--- config.mk ---
export PLATFORM = sky130hd
export DESIGN_NAME = ab_pattern_driver_flat
export DESIGN_NICKNAME = d
export VERILOG_FILES = /design/src/rtl/ab_pattern_driver_pkg.sv /design/src/rtl/ab_pattern_driver_if.sv /design/src/rtl/ab_pattern_driver_checker.sv /design/src/rtl/ab_pattern_driver.sv /design/src/flat_wrapper.sv
export SDC_FILE = /design/constraint.sdc
export NUM_CORES = 1
export LEC_CHECK = 0
export CAP_MARGIN = 5
export CORE_AREA = 5 5 42 44
export DETAILED_ROUTE_END_ITERATION = 7
export DIE_AREA = 0 0 47 49
export PLACE_DENSITY = 0.66
export SETUP_SLACK_MARGIN = 0.1
export SKIP_CTS_REPAIR_TIMING = 1
export SYNTH_ARGS = -nofsm -noshare
export SYNTH_HDL_FRONTEND = slang
export SYNTH_SLANG_ARGS = --single-unit
--- constraint.sdc ---
create_clock -name clk -period 3.5 [get_ports clk]
set_clock_uncertainty 0.2 [all_clocks]
set_input_delay 0.7 -clock clk [delete_from_list [all_inputs] [get_ports clk]]
set_output_delay 0.7 -clock clk [all_outputs]
set_load 0.02 [all_outputs]
--- src/rtl/ab_pattern_driver_pkg.sv ---
// Shared types for the a/b pattern driver: FSM states, the 2-bit pattern,
// the response bundle and the expected-response function.
package ab_drv_pkg;

   typedef enum logic [1:0] {IDLE, DRIVE, FLUSH, DONE} state_t;

   // {a,b}: a is the MSB
   typedef logic [1:0] pat_t;

   typedef struct packed {
      logic r0;
      logic r1;
      logic r2;
   } resp_t;

   localparam logic [7:0] ERR_CNT_MAX = 8'd255;

   // What the registered logic block must return for a given pattern
   function automatic resp_t exp_resp(pat_t p);
      resp_t r;
      r.r0 = p[1] & p[0];
      r.r1 = p[1] & p[0];
      r.r2 = ~(p[1] ^ p[0]);
      return r;
   endfunction

endpackage

--- src/rtl/ab_pattern_driver_if.sv ---
// Bundle between the pattern driver and the logic block / harness.
// master = driver side, slave = logic block / harness side.
interface ab_pattern_driver_if;
   logic       start;
   logic       a;
   logic       b;
   logic       busy;
   logic       done;
   logic       r0_in;
   logic       r1_in;
   logic       r2_in;
   logic       err;
   logic [7:0] err_cnt;

   modport master (input start, r0_in, r1_in, r2_in,
                   output a, b, busy, done, err, err_cnt);
   modport slave  (output start, r0_in, r1_in, r2_in,
                   input a, b, busy, done, err, err_cnt);
endinterface

--- src/rtl/ab_pattern_driver_checker.sv ---
// Response checker: registers the issued pattern and its valid bit one edge
// after the driver, compares the block's responses in the following cycle,
// flags mismatches on err and keeps a saturating mismatch count.
module ab_response_checker
   import ab_drv_pkg::*;
(
   input  logic       clk,
   input  logic       rst,
   input  logic       clr,
   input  pat_t       pat,
   input  logic       vld,
   input  logic       r0_in,
   input  logic       r1_in,
   input  logic       r2_in,
   output logic       err,
   output logic [7:0] err_cnt
);

   resp_t exp_q;
   logic  vld_q;
   logic  mism;

   // Expectation stage lines up with the logic block's own output register
   always_ff @(posedge clk or posedge rst) begin
      if (rst) begin
         exp_q <= '0;
         vld_q <= 1'b0;
      end else begin
         exp_q <= exp_resp(pat);
         vld_q <= vld;
      end
   end

   assign mism = vld_q && ({r0_in, r1_in, r2_in} != exp_q);

   // Register the compare result; count saturates, cleared on accepted start
   always_ff @(posedge clk or posedge rst) begin
      if (rst) begin
         err     <= 1'b0;
         err_cnt <= '0;
      end else begin
         err <= mism;
         if (clr)
            err_cnt <= '0;
         else if (mism && err_cnt != ERR_CNT_MAX)
            err_cnt <= err_cnt + 8'd1;
      end
   end

endmodule

--- src/rtl/ab_pattern_driver.sv ---
// Stimulus generator for the two-input registered logic block: sweeps a/b
// through 00,01,10,11 holding each HOLD_CYCLES cycles, REPEAT times, then
// flushes two cycles and pulses done.
// Optional checker compiled in with `define AB_DRIVER_CHECK_EN.
module ab_pattern_driver
   import ab_drv_pkg::*;
#(
   parameter int HOLD_CYCLES = 2,
   parameter int REPEAT      = 1
) (
   input  logic            clk,
   input  logic            rst,
   ab_pattern_driver_if.master bus
);

   localparam int HW = $clog2(HOLD_CYCLES) + 1;
   localparam int SW = $clog2(REPEAT) + 1;
   localparam logic [HW-1:0] HOLD_LAST   = HW'(HOLD_CYCLES - 1);
   localparam logic [SW-1:0] REPEAT_LAST = SW'(REPEAT - 1);

   state_t        state, state_nx;
   pat_t          pat, pat_nx;
   logic [HW-1:0] hcnt, hcnt_nx;
   logic [SW-1:0] scnt, scnt_nx;
   logic          clr;
   logic          err_w;
   logic [7:0]    cnt_w;

   // State, pattern and counter registers
   always_ff @(posedge clk or posedge rst) begin
      if (rst) begin
         state <= IDLE;
         pat   <= '0;
         hcnt  <= '0;
         scnt  <= '0;
      end else begin
         state <= state_nx;
         pat   <= pat_nx;
         hcnt  <= hcnt_nx;
         scnt  <= scnt_nx;
      end
   end

   // Next state / pattern; hold counter doubles as the flush timer
   always_comb begin
      state_nx = state;
      pat_nx   = pat;
      hcnt_nx  = hcnt;
      scnt_nx  = scnt;
      clr      = 1'b0;
      case (state)
         IDLE: begin
            pat_nx  = '0;
            hcnt_nx = '0;
            scnt_nx = '0;
            if (bus.start) begin
               state_nx = DRIVE;
               clr      = 1'b1;
            end
         end
         DRIVE: begin
            if (hcnt == HOLD_LAST) begin
               hcnt_nx = '0;
               if (pat == 2'b11) begin
                  pat_nx = '0;
                  if (scnt == REPEAT_LAST)
                     state_nx = FLUSH;
                  else
                     scnt_nx = scnt + SW'(1);
               end else begin
                  pat_nx = pat + 2'd1;
               end
            end else begin
               hcnt_nx = hcnt + HW'(1);
            end
         end
         FLUSH: begin
            pat_nx = '0;
            if (hcnt == HW'(1)) begin
               state_nx = DONE;
               hcnt_nx  = '0;
            end else begin
               hcnt_nx = hcnt + HW'(1);
            end
         end
         DONE:    state_nx = IDLE;
         default: state_nx = IDLE;
      endcase
   end

   assign bus.a    = pat[1];
   assign bus.b    = pat[0];
   assign bus.busy = (state == DRIVE) || (state == FLUSH);
   assign bus.done = (state == DONE);

`ifdef AB_DRIVER_CHECK_EN
   ab_response_checker u_chk (
      .clk     (clk),
      .rst     (rst),
      .clr     (clr),
      .pat     (pat),
      .vld     (state == DRIVE),
      .r0_in   (bus.r0_in),
      .r1_in   (bus.r1_in),
      .r2_in   (bus.r2_in),
      .err     (err_w),
      .err_cnt (cnt_w)
   );
`else
   assign err_w = 1'b0;
   assign cnt_w = 8'd0;
`endif

   assign bus.err     = err_w;
   assign bus.err_cnt = cnt_w;

endmodule
--- src/flat_wrapper.sv ---
// flat-port wrapper written by rule: the top's interface ports become plain ports
module ab_pattern_driver_flat import ab_drv_pkg::*;
#(
   parameter int HOLD_CYCLES = 2,
   parameter int REPEAT      = 1
)
  (clk, rst, bus_start, bus_r0_in, bus_r1_in, bus_r2_in, bus_a, bus_b, bus_busy, bus_done, bus_err, bus_err_cnt);
  ab_pattern_driver_if bus_i ();
  input  logic clk;
  input  logic rst;
  input wire logic [$bits(bus_i.start)-1:0] bus_start;
  input wire logic [$bits(bus_i.r0_in)-1:0] bus_r0_in;
  input wire logic [$bits(bus_i.r1_in)-1:0] bus_r1_in;
  input wire logic [$bits(bus_i.r2_in)-1:0] bus_r2_in;
  output wire logic [$bits(bus_i.a)-1:0] bus_a;
  output wire logic [$bits(bus_i.b)-1:0] bus_b;
  output wire logic [$bits(bus_i.busy)-1:0] bus_busy;
  output wire logic [$bits(bus_i.done)-1:0] bus_done;
  output wire logic [$bits(bus_i.err)-1:0] bus_err;
  output wire logic [$bits(bus_i.err_cnt)-1:0] bus_err_cnt;
  assign bus_i.start = bus_start;
  assign bus_i.r0_in = bus_r0_in;
  assign bus_i.r1_in = bus_r1_in;
  assign bus_i.r2_in = bus_r2_in;
  assign bus_a = bus_i.a;
  assign bus_b = bus_i.b;
  assign bus_busy = bus_i.busy;
  assign bus_done = bus_i.done;
  assign bus_err = bus_i.err;
  assign bus_err_cnt = bus_i.err_cnt;
  ab_pattern_driver #(.HOLD_CYCLES(HOLD_CYCLES), .REPEAT(REPEAT)) u_core (.clk(clk), .rst(rst), .bus(bus_i));
endmodule
# [Word-level counts from Yosys, hierarchy flattened]
# Index checks and enable logic that the tools add are counted.
# Widths: inputs -> output; s select.
[totals] regBits=7 elab_cells=42 in_bits=6
[op_classes] n_reduce_logical=10 add_sub_neg=3 eq_ne=10 n_mux=15
[ops] op="$mux 2" count=8
[ops] op="$pmux 2 s2" count=2
[ops] op="$pmux 2 s4" count=1
[ops] op="$eq 2x2->1 const B" count=3
[ops] op="$ne 2x1->1 const B" count=3
[ops] op="$reduce_bool 2->1" count=3
[ops] op="$reduce_and 5->1" count=1
[ops] op="$add 2x1->2 const B" count=2
[ops] op="$eq 2x1->1 const B" count=2
[ops] op="$ne 2x2->1 const B" count=2
[ops] op="$reduce_or 2->1" count=2
[ops] op="$mux 1" count=3
[ops] op="$reduce_and 3->1" count=1
[ops] op="$logic_not 2->1" count=1
[ops] op="$pmux 1 s2" count=1
[ops] op="$reduce_and 2->1" count=1
[ops] op="$add 1x1->1 const B" count=1
[ops] op="$logic_or 1x1->1" count=1

# [Depth between registers and ports, before layout]
# Gate-level depths: netlist of run 1.
[depth] ltp_word=5 depth_mapped=5 ltp_nobuf=5

# [Least setup slack after synthesis of run 1]
# OpenSTA, ideal clock, no wires.
[synth_path] path_type="register to register" startpoint="register u_core.state[0]" endpoint="register u_core.state[1]" arrival_ps=1551 required_time_ps=3175 setup_time_ps=125 path_slack_ps=1624 stages_incl_launch_ff=6 cell_sequence="dfrtp_1 > inv_1 > ha_1 > or2_1 > a221o_1 > mux2_4"
[synth_between] elab_chain_cells=3
[synth_lines] item="from (decl)" line_no="ab_pattern_driver.sv:21" text="state_t state, state_nx;"
[synth_lines] item="from (signal assigned)" line_no="ab_pattern_driver.sv:37" text="state <= state_nx;"
[synth_lines] item="$eq 2x1->1 (tied with other cells)" line_no="ab_pattern_driver.sv:51" text="case (state)"
[synth_lines] item="$ne 2x2->1 (no source line) / $ne 2x1->1 (equally long branches)"
[synth_lines] item="$reduce_and 5->1 (no source line)"
# Several ways; a longest one is shown, not always the timed one.
# A chain may end at the register's enable or synchronous reset.

# [Worst setup path after layout of run 1]
[layout_path] startpoint="register u_core.state[0]" endpoint="output port bus_busy"
[layout_between] elab_chain_cells=2
[layout_lines] item="$eq 2x1->1 / $eq 2x2->1 (equally long branches)" line_no="ab_pattern_driver.sv:93" text="assign bus.busy = (state == DRIVE) || (state == FLUSH);"
[layout_lines] item="$logic_or 1x1->1 (*)" line_no="ab_pattern_driver.sv:93"
[layout_lines] item="to (decl)" line_no="flat_wrapper.sv:17" text="output wire logic [$bits(bus_i.busy)-1:0] bus_busy;"
# Every way passes the cells marked *; elsewhere a longest branch is shown, timed or not.

==> flow_metrics.tcl, run 1 <==
set metrics [dict create \
    syn_inst 45 \
    cts_tree "done" \
    syn_to_final_growth_pct 14.5 \
    met1_length_um 314 \
    cpMaxStageDelayCell "clkdlybuf4s50_1" \
    io_buffers 6 \
    worstHoldPathType "flop to flop" \
    end_kind "primary output" \
    setup_violations 0 \
    hpwl_um 588 \
    ir_drop_mv 0.494 \
    cpPeakStageDelay_ns 0.62 \
    drv_slew 0 \
    overflow 0 \
    drv_cap 0 \
    status "completed" \
    ant_nets 0 \
    yosysWarnings 0 \
    power.leakage_nw 0.272 \
    place_inst 66 \
    root_buffer "clkbuf_4" \
    arrival_ns 1.75 \
    wl_per_cell_um 10.3 \
    path_cells "inv_1 > ha_1 > clkdlybuf4s50_1" \
    cp_data_required_time_ns 2.60 \
    grt_pass1_vias 281 \
    cts_buffer_depth 2 \
    final_nets 68 \
    drc 0 \
    crit_type "flop to primary output" \
    mostFrequentLayoutCells "conb_1, ha_1, clkdlybuf4s50_1, dfrtp_1, inv_1" \
    ios 19 \
    postSynthAreaPerCell_um2 9.98 \
    cts-htree-levels 1 \
    critPathMaxFanout 5 \
    wl_met2_um 337 \
    ys_top_cells_by_area "dfrtp_1, ha_1, buf_4, mux2_1, inv_1" \
    synth_top_area_frac 0.334 \
    clk_pin_slew_ns 0.04 \
    num_vias 282 \
    cts_buffers 3 \
    coreArea_um2 1400 \
    grt_antenna_before_repair 0 \
    wl_met3_um 60 \
    clk_latency_ns 0.24 \
    grt_first_pass_wirelength_um 1200 \
    start_util 0.321 \
    n_antenna_cell 0 \
    syn_area_um2 449 \
    cts.sinks 6 \
    drt_iter0_markers 7 \
    drive_gt1_frac 0.0755 \
    final_common_cell "conb_1" \
    tns_ns 0 \
    finalCritPeriodShare 0.756 \
    die_h_um 49 \
    hold_viol_final 0 \
    drt-vias-per-instance 4.09 \
    p_per_area_nw_per_um2 967 \
    grt_usage 0.0743 \
    place.gp.congestion 0.683 \
    rows 14 \
    die_area_um2 2300 \
    ys_ff_latch 6 \
    die_x_um 47 \
    highest_layer "met3" \
    synth.distinct_cells 17 \
    firstDrtPassIters 4 \
    rsz0062_at_grt "false" \
    stdcell_count 69 \
    fmax_ghz 0.378 \
    yosysTopAreaCell "dfrtp_1" \
    cp-start-kind "flop" \
    routed_wl_um 711 \
    grt_max_degree 7 \
    finalCriticalPeriod_ns 2.65 \
    synth-seq-area-share 0.334 \
]
## registers in the layout, summed over array words and instances (netlist names)
name,flops
u_core.pat,2
u_core.state,2
u_core.hcnt,2
## routing by layer
layer	vias to the layer above	global-route usage
met2	10	0.102
met1	132	0.0935
met5	-	0
met3	0	0.0554
li1	140	-
met4	0	0.0138
## power by group
group | internal (W) | leakage (nW) | switching, W
Clock | 0.0000387 | 0.0138 | 0.0000238
Sequential | 0.0000997 | 0.0757 | 0.0000283
Combinational | 0.000154 | 0.182 | 0.000153
## worst paths after layout
check	start	to	slack (ns)	depth (start not counted)
setup / recovery	u_core.state[0]	bus_busy	0.85	3
max in group asynchronous	rst	u_core.state[0]	2.43	2
min in group asynchronous	rst	u_core.pat[1]	0.48	2
setup reg to reg	u_core.state[0]	u_core.state[1]	1.52	5
hold reg to reg	u_core.hcnt[1]	u_core.hcnt[1]	0.28	1
hold / removal	u_core.hcnt[1]	u_core.hcnt[1]	0.28	1
## Yosys cell counts, drive strengths merged
cell and instances:
dfrtp 6, nor2 3, nand2 3, buf 9, nand2b 1, nor2b 2
nor3b 1, mux2 3, mux2i 1, a221o 1, ha 7, inv 4
o21a 1, or2 1, conb 1, a21oi 1
## worst max-delay path, delay by kind of cell (launching register included)
family / cells / cell delay (ns)
buffers and inverters: 2 / 0.75
flip-flops: 1 / 0.39
adder cells (fa/ha/maj): 1 / 0.37
## metrics by stage
step                      worst slack [ns]  utilization  power, W  instance area, um2  hold WS [ns]
after floorplan                       1.62            -  0.000357                 479         0.249
after global placement                1.11        0.351  0.000433                 492         0.264
after detailed placement              1.11        0.351  0.000440                 492         0.267
after CTS                            0.834        0.367  0.000508                 514         0.277
after global routing                 0.766        0.367  0.000552                 514         0.295
final                                0.853        0.367  0.000497                 514         0.281
## logic make-up (layout without fill, tap and decap cells)
kind of cell | Yosys count | in the layout | share of synthesized area
adder cells (fa/ha/maj) | 7 | 7 | 0.195
AO/OA/AOI/OAI | 3 | 3 | 0.0501
flip-flops | 6 | 6 | 0.334
multiplexers | 4 | 4 | 0.106
other | 1 | 9 | 0.00835
buffers and inverters | 13 | 13 | 0.184
AND/OR/NAND/NOR | 11 | 11 | 0.123
## area by class of cell
cell class | instances | area (um2)
Clock buffer | 3 | 22.5
Fill cell | 166 | 887
Inverter | 4 | 15.0
Multi-Input combinational cell | 34 | 246
Sequential cell | 6 | 150
Tap cell | 16 | 20.0
Timing Repair Buffer | 6 | 60.1
Power figures use the tool's default switching activity.
==> inputs of run 2 (changes only) <==
PLACE_DENSITY = 0.68   (was 0.66)
clock period = 2.25 ns   (was 3.5 ns; I/O delays follow)
==> flow_metrics.tcl, run 2 (synthesis results as in run 1) <==
set metrics [dict create \
    rsz0062_at_grt "false" \
    final_common_cell "conb_1" \
    pre_cts_ws_ns 0.151 \
    worstHoldPathType "input pin to asynchronous set/reset pin" \
    finalCriticalPeriod_ns 1.99 \
    firstDrtPassIters 2 \
    hpwl_um 553 \
    hold_viol_final 0 \
    cp_data_required_time_ns 2.18 \
    cp_num_buf_inv 1 \
    crit_type "flop to flop" \
    grt_antenna_before_repair 0 \
    drt-vias-per-instance 4.06 \
    drv_slew 0 \
    multi_input_area_um2 246 \
    cts-htree-levels 1 \
    r2r-start "u_core.state[0]" \
    power.total_w 0.000788 \
    stdcell_count 70 \
    fmax_ghz 0.503 \
    num_vias 284 \
    setup_violations 0 \
    place.gp.congestion 0.682 \
    cp-start-kind "flop" \
    dpl_cell_area_um2 499 \
    finalCritPeriodShare 0.884 \
    cts.sinks 6 \
    cts_buffers 3 \
    p_per_area_nw_per_um2 1500 \
    die_x_um 47 \
    ios 19 \
    status "completed" \
    rows 14 \
    fill_cells 146 \
    stdcell_area_um2 527 \
    start_util 0.321 \
    cp_top_family "flip-flops" \
    register_area_um2 150 \
    path_depth 5 \
    power.leakage_nw 0.300 \
    die_area_um2 2300 \
    overflow 0 \
    die_h_um 49 \
    root_buffer "clkbuf_4" \
    ant_nets 0 \
    syn_to_final_growth_pct 17.3 \
    cpMaxStageDelayCell "dfrtp_1" \
    largestRegisters "u_core.hcnt x2, u_core.pat x2, u_core.state x2" \
    place_inst 67 \
    n_antenna_cell 0 \
    drc 0 \
    mostFrequentLayoutCells "conb_1, ha_1, dfrtp_1" \
    cpPeakStageDelay_ns 0.40 \
    path_cells "inv_1 > ha_1 > or2_1 > a221o_1 > mux2_4" \
    critPathMaxFanout 5 \
    r2r_slack_ns 0.26 \
    final_nets 69 \
    grt_pass1_vias 286 \
    drive_gt1_frac 0.0926 \
    wl_per_cell_um 9.47 \
    ir_drop_mv 0.666 \
    r2r-end "u_core.state[1]" \
    grt_first_pass_wirelength_um 1180 \
    grt_max_degree 7 \
    clk_latency_ns 0.25 \
    drt_iter0_markers 5 \
    drv_cap 0 \
    setup_ws_ns 0.261 \
    reg2regPathDepth 5 \
    coreArea_um2 1400 \
    end_kind "flop" \
    clk_pin_slew_ns 0.05 \
    cts_tree "done" \
    cts_buffer_depth 2 \
    routed_wl_um 663 \
    io_buffers 6 \
    grt_usage 0.0758 \
    tns_ns 0 \
    arrival_ns 1.91 \
]
run 2: final cells by class:
type,count,area share
Multi-Input combinational cell,34,0.468
Clock buffer,3,0.0428
Inverter,4,0.0285
Tap cell,16,0.0380
Timing Repair Buffer,7,0.138
Sequential cell,6,0.285
run 2: worst max-delay path by stage:
stage | slack (ns) | startpoint | end
2_1_floorplan | 0.37 | u_core.state[0] | u_core.state[1]
3_3_place_gp | 0.15 | u_core.state[0] | bus_busy
3_5_place_dp | 0.15 | u_core.state[0] | bus_busy
4_1_cts | -0.12 | u_core.state[0] | bus_busy
5_1_grt | 0.18 | u_core.state[0] | bus_busy
6_report | 0.26 | u_core.state[0] | u_core.state[1]
run 2: power by group:
| group | internal [W] | switching, W |
|---|---|---|
| Combinational | 0.000252 | 0.000238 |
| Clock | 0.0000604 | 0.0000396 |
| Sequential | 0.000155 | 0.0000432 |
run 2: layer usage:
layer | part of all wire | global-route usage | vias to the layer above | wire, um
met3 | 0.13 | 0.0664 | 0 | 87
met1 | 0.40 | 0.0872 | 127 | 268
met4 | 0 | 0.0276 | 0 | 0
met5 | 0 | 0 | - | 0
met2 | 0.46 | 0.0995 | 13 | 307
li1 | - | - | 144 | -
run 2: per-stage QoR:
| step | utilization | hold slack (ns) |
|---|---|---|
| finish | 0.376 | 0.214 |
| floorplan | - | 0.0410 |
| global placement | 0.356 | 0.264 |
| detailed placement | 0.356 | 0.277 |
| global route | 0.376 | 0.238 |
| CTS | 0.372 | 0.224 |
